==> config.mk <==
export PLATFORM = sky130hd
export DESIGN_NAME = reg_bank
export DESIGN_NICKNAME = d
export VERILOG_FILES = /design/src/rtl/reg_bank.sv
export SDC_FILE = /design/constraint.sdc
export NUM_CORES = 1
export LEC_CHECK = 0
export ABC_AREA = 1
export CORE_MARGIN = 1
export CORE_UTILIZATION = 45
export DETAILED_ROUTE_END_ITERATION = 16
export PLACE_DENSITY = 0.66
export SETUP_SLACK_MARGIN = 0.15
export SYNTH_ARGS = -nofsm -noshare
export SYNTH_HDL_FRONTEND = slang
export SYNTH_SLANG_ARGS = --single-unit
==> constraint.sdc <==
create_clock -name clk -period 4.2 [get_ports clk]
set_input_delay 0.84 -clock clk [delete_from_list [all_inputs] [get_ports clk]]
set_output_delay 0.84 -clock clk [all_outputs]
set_load 0.05 [all_outputs]
==> src/rtl/reg_bank.sv <==
// Register bank with one write port and two registered, zero-gated read ports.
// Read outputs are zero when not enabled, so they can be OR-combined onto a shared bus.
module reg_bank #(
    parameter int BIT_WIDTH = 8,
    parameter int SEL_WIDTH = 3,
    parameter int BYPASS    = 1,
    localparam int REG_COUNT = 2 ** SEL_WIDTH
) (
    input  logic                 clk,
    input  logic                 rst,
    input  logic                 clr,
    input  logic                 we,
    input  logic [SEL_WIDTH-1:0] wsel,
    input  logic [BIT_WIDTH-1:0] wdata,
    input  logic                 re_a,
    input  logic [SEL_WIDTH-1:0] rsel_a,
    input  logic                 re_b,
    input  logic [SEL_WIDTH-1:0] rsel_b,
    output logic [BIT_WIDTH-1:0] rdata_a,
    output logic [BIT_WIDTH-1:0] rdata_b,
    output logic [REG_COUNT-1:0] wr_onehot,
    output logic [REG_COUNT-1:0] valid
);

    logic [BIT_WIDTH-1:0] regs_q [REG_COUNT];
    logic [BIT_WIDTH-1:0] regs_d [REG_COUNT];
    logic [REG_COUNT-1:0] valid_q, valid_d;
    logic [REG_COUNT-1:0] onehot_q, onehot_d;
    logic [BIT_WIDTH-1:0] rdata_a_q, rdata_a_d;
    logic [BIT_WIDTH-1:0] rdata_b_q, rdata_b_d;

    logic [REG_COUNT-1:0] wr_dec;
    logic [REG_COUNT-1:0] wr_qual;

    // Raw one-hot write decode; clr masks it so a clearing edge never writes.
    always_comb begin
        wr_dec       = '0;
        wr_dec[wsel] = we;
        wr_qual      = clr ? '0 : wr_dec;
    end

    always_comb begin
        for (int i = 0; i < REG_COUNT; i++) begin
            if (clr) begin
                regs_d[i] = '0;
            end else if (wr_qual[i]) begin
                regs_d[i] = wdata;
            end else begin
                regs_d[i] = regs_q[i];
            end
        end
        valid_d  = clr ? '0 : (valid_q | wr_qual);
        onehot_d = wr_qual;
    end

    // A forwarded read uses wr_qual, so a clearing edge also disables forwarding.
    always_comb begin
        rdata_a_d = '0;
        if (re_a && !clr) begin
            if ((BYPASS != 0) && wr_qual[rsel_a]) begin
                rdata_a_d = wdata;
            end else begin
                rdata_a_d = regs_q[rsel_a];
            end
        end
    end

    always_comb begin
        rdata_b_d = '0;
        if (re_b && !clr) begin
            if ((BYPASS != 0) && wr_qual[rsel_b]) begin
                rdata_b_d = wdata;
            end else begin
                rdata_b_d = regs_q[rsel_b];
            end
        end
    end

    always_ff @(posedge clk or posedge rst) begin
        if (rst) begin
            for (int i = 0; i < REG_COUNT; i++) begin
                regs_q[i] <= '0;
            end
            valid_q   <= '0;
            onehot_q  <= '0;
            rdata_a_q <= '0;
            rdata_b_q <= '0;
        end else begin
            for (int i = 0; i < REG_COUNT; i++) begin
                regs_q[i] <= regs_d[i];
            end
            valid_q   <= valid_d;
            onehot_q  <= onehot_d;
            rdata_a_q <= rdata_a_d;
            rdata_b_q <= rdata_b_d;
        end
    end

    assign rdata_a   = rdata_a_q;
    assign rdata_b   = rdata_b_q;
    assign wr_onehot = onehot_q;
    assign valid     = valid_q;

endmodule

==> impl_results.md <==
- Status: completed
- Final worst-path cycle share: 72.1%
- Max-slew violations: 0
- Routability congestion estimate: 0.926
- Chip Height: 108 um
- First-pass GRT wire length: 23800 um
- RSZ-0062 raised after global routing: false
- RR Endpoint: rdata_a[0]
- Post-synthesis adder-cell area fraction: 0%
- Num rows: 38
- Flops & latches, synth: 96
- CP endpoint kind: flop
- Clk sinks: 96
- Grt ovf: 0
- CP Launch Type: input port
- First-pass detailed-route iteration total: 5
- N_diodes: 0
- Compound-cell area share of the yosys netlist: 22.5%
- Multiplexer share of the synthesized area: 0%
- Fin util: 54.4%
- Detail-routed via count per cell: 5.80
- Core Footprint: 10900 um2
- CTS Root Cell: clkbuf_16
- Final WL: 15200 um
- PD cells: 382 nW/um2
- Setup repair bufs after CTS: 0
- Final ANT Viol Nets: 0
- Vias: 4591
- Drt first-iter violations: 464
- Commonest non-fill, non-tap cell in the layout: dfrtp_1
- Non-filler cells, final: 791
- Cts hold-fix bufs: 0
- Layout cells sized above 1: 10.4%
- Post-Synth Simple-Gate Area: 19.8%
- Hold slack: 0.487 ns
- Slew @ Worst Pin: 0.884 ns
- Main combinational cell family by area after synthesis: compound AO/OA/AOI/OAI gates
- Synth area leaders: dfrtp_1 (47%), o21ai_0 (7.5%), nand3_1 (6.6%), nand2_1 (5.9%), a21oi_1 (5.8%)
- WS Path Type: input port to flop
- Cell taking the most area after synthesis: dfrtp_1
- Most frequent cells in the layout: dfrtp_1 (96), nand2_1 (80), o21ai_0 (76), nand3_1 (67)
- Crit Reg-Reg Startpoint: regs_q[32]
- Die Wd: 108 um
- Final Setup Violations: 0
- Hold path start: valid[2]
- Wirelength per Cell: 19.2 um
- Cell Area, Synth: 5080 um2
- Critical-path maximum fanout: 31
- Die area: 11700 um2
- Total Power: 2.27 mW
- Peak Freq: 0.330 GHz
- H-tree level count: 3
- Post-Syn Nets: 636
- Fin crit period: 3.03 ns
- Hold Path Stages: 1
- Port-buffer cells: 54
- Pin count of the biggest net entering global routing: 51
- Synth Instances: 613
- Clk_skew: 0.00877 ns
- Critical path data arrival time: 3.31 ns
- CTS Buffer Depth: 2
- Vias in the first global route: 4213
- Slew HR: 40.7%
- Xor/xnor share of the synthesized area: 0%
- CTS tree: yes
- Final Net Count: 669
- Avg Cell Area, Syn: 8.29 um2
- Critical Path RT: 4.48 ns
- Dpl cells: 775
- Worst reg2reg setup slack: 2.89 ns
- Distinct cells, synth: 27
- DRC: 0
- Leak pwr: 2.65 nW
- VDD IR-drop max: 0.000197 V
- Hold Path Class: flop to flop
- Area grow syn2layout: 17.1%
- Antenna violations before repair: 0
- Reg clk slew, reported paths: 0.06 ns
- TritonCTS Buffers: 9
- Post-synthesis sequential area ratio: 47.3%
- Detail Placement HPWL: 10300 um
- Post-CTS resize count: 0
- Hold Path Sink: valid[2]
- Critical path origin: clr
- GRT Total Usage: 27.7%
- Skew-Pair Late Insertion Delay: 0.35 ns
- I/O pin cnt: 55
- Synth warn: 0
- Top cell type's share of synthesized area: 47.3%
- Final setup TNS: 0 ns
- Hold Violations, Final: 0
- Initial Util: 46.5%
- Max-cap viol count: 0
- Worst r2r path cells: 6
==> cell type report <==
cell class	count	area [um2]
Fill cell	1037	4980
Sequential cell	96	2400
Multi-Input combinational cell	404	2150
Timing Repair Buffer	60	586
Inverter	75	285
Clock buffer	11	253
Tap cell	140	175
Clock inverter	5	103
==> layer usage <==
layer / global-route usage [%] / vias up / part of all wire [%]
li1: - / 2154 / -
met3: 6.63 / 34 / 8.6
met2: 39.3 / 238 / 43
met4: 14.0 / 0 / 3.8
met1: 39.4 / 2165 / 45
met5: 0 / - / 0
==> registers in the layout, summed over array words and instances, names as in the netlist <==
register,flops
wr_onehot,8
valid,8
regs_q,64
rdata_a,8
rdata_b,8
==> cell families (layout without fill, tap and decap cells) <==
kind of cell    after synthesis  after routing
buf+inv                     113            151
compound gates              204            204
flops                        96             96
simple gates                200            200
==> report_power, final <==
group	leakage, nW	internal, mW	switching [mW]
Clock	0.172	0.613	0.350
Sequential	1.32	0.949	0.0110
Combinational	1.16	0.102	0.247
Total	2.65	1.66	0.608
==> worst max-delay path by stage <==
stage                            end  slack (ns)  cells past startpoint
after floorplan           rdata_a[0]        0.85                      1
after global placement    rdata_a[1]        0.93                     10
after detailed placement  rdata_a[1]        0.88                     10
after CTS                 rdata_a[1]        1.23                     10
after global routing      rdata_a[1]        0.94                     10
final                     rdata_a[1]        1.17                     10
==> stage by stage <==
step,setup slack (ns),cell area (um2)
floorplan,0.855,5080
global placement,0.931,5600
detailed placement,0.877,5600
CTS,1.23,5950
global route,0.937,5950
finish,1.17,5950
==> worst max-delay path, stage by stage <==
cell,delay (ns)
clkdlybuf4s50_1,0.50
inv_2,0.49
nand3_2,0.41
nand2_1,0.15
nand3_1,0.10
nand3_1,0.44
nand2_1,0.14
nand2_1,0.09
nand2_1,0.05
nor2_1,0.10
==> cells in the mapped netlist <==
master,n
clkinv_2,1
o21ai_0,76
a21oi_1,59
o21a_1,6
nand2_1,80
buf_4,3
buf_1,2
clkbuf_1,12
o211ai_1,12
dfrtp_1,96
inv_1,60
nor2_1,22
nor2_4,2
nand3_2,12
clkinv_1,8
nor2_2,6
buf_12,2
o21ai_1,4
nand2_4,1
buf_6,6
o22ai_1,40
nand3_4,3
inv_2,6
nand2_2,7
buf_2,13
a21oi_2,7
nand3_1,67
(Power assumes the default switching activity.)
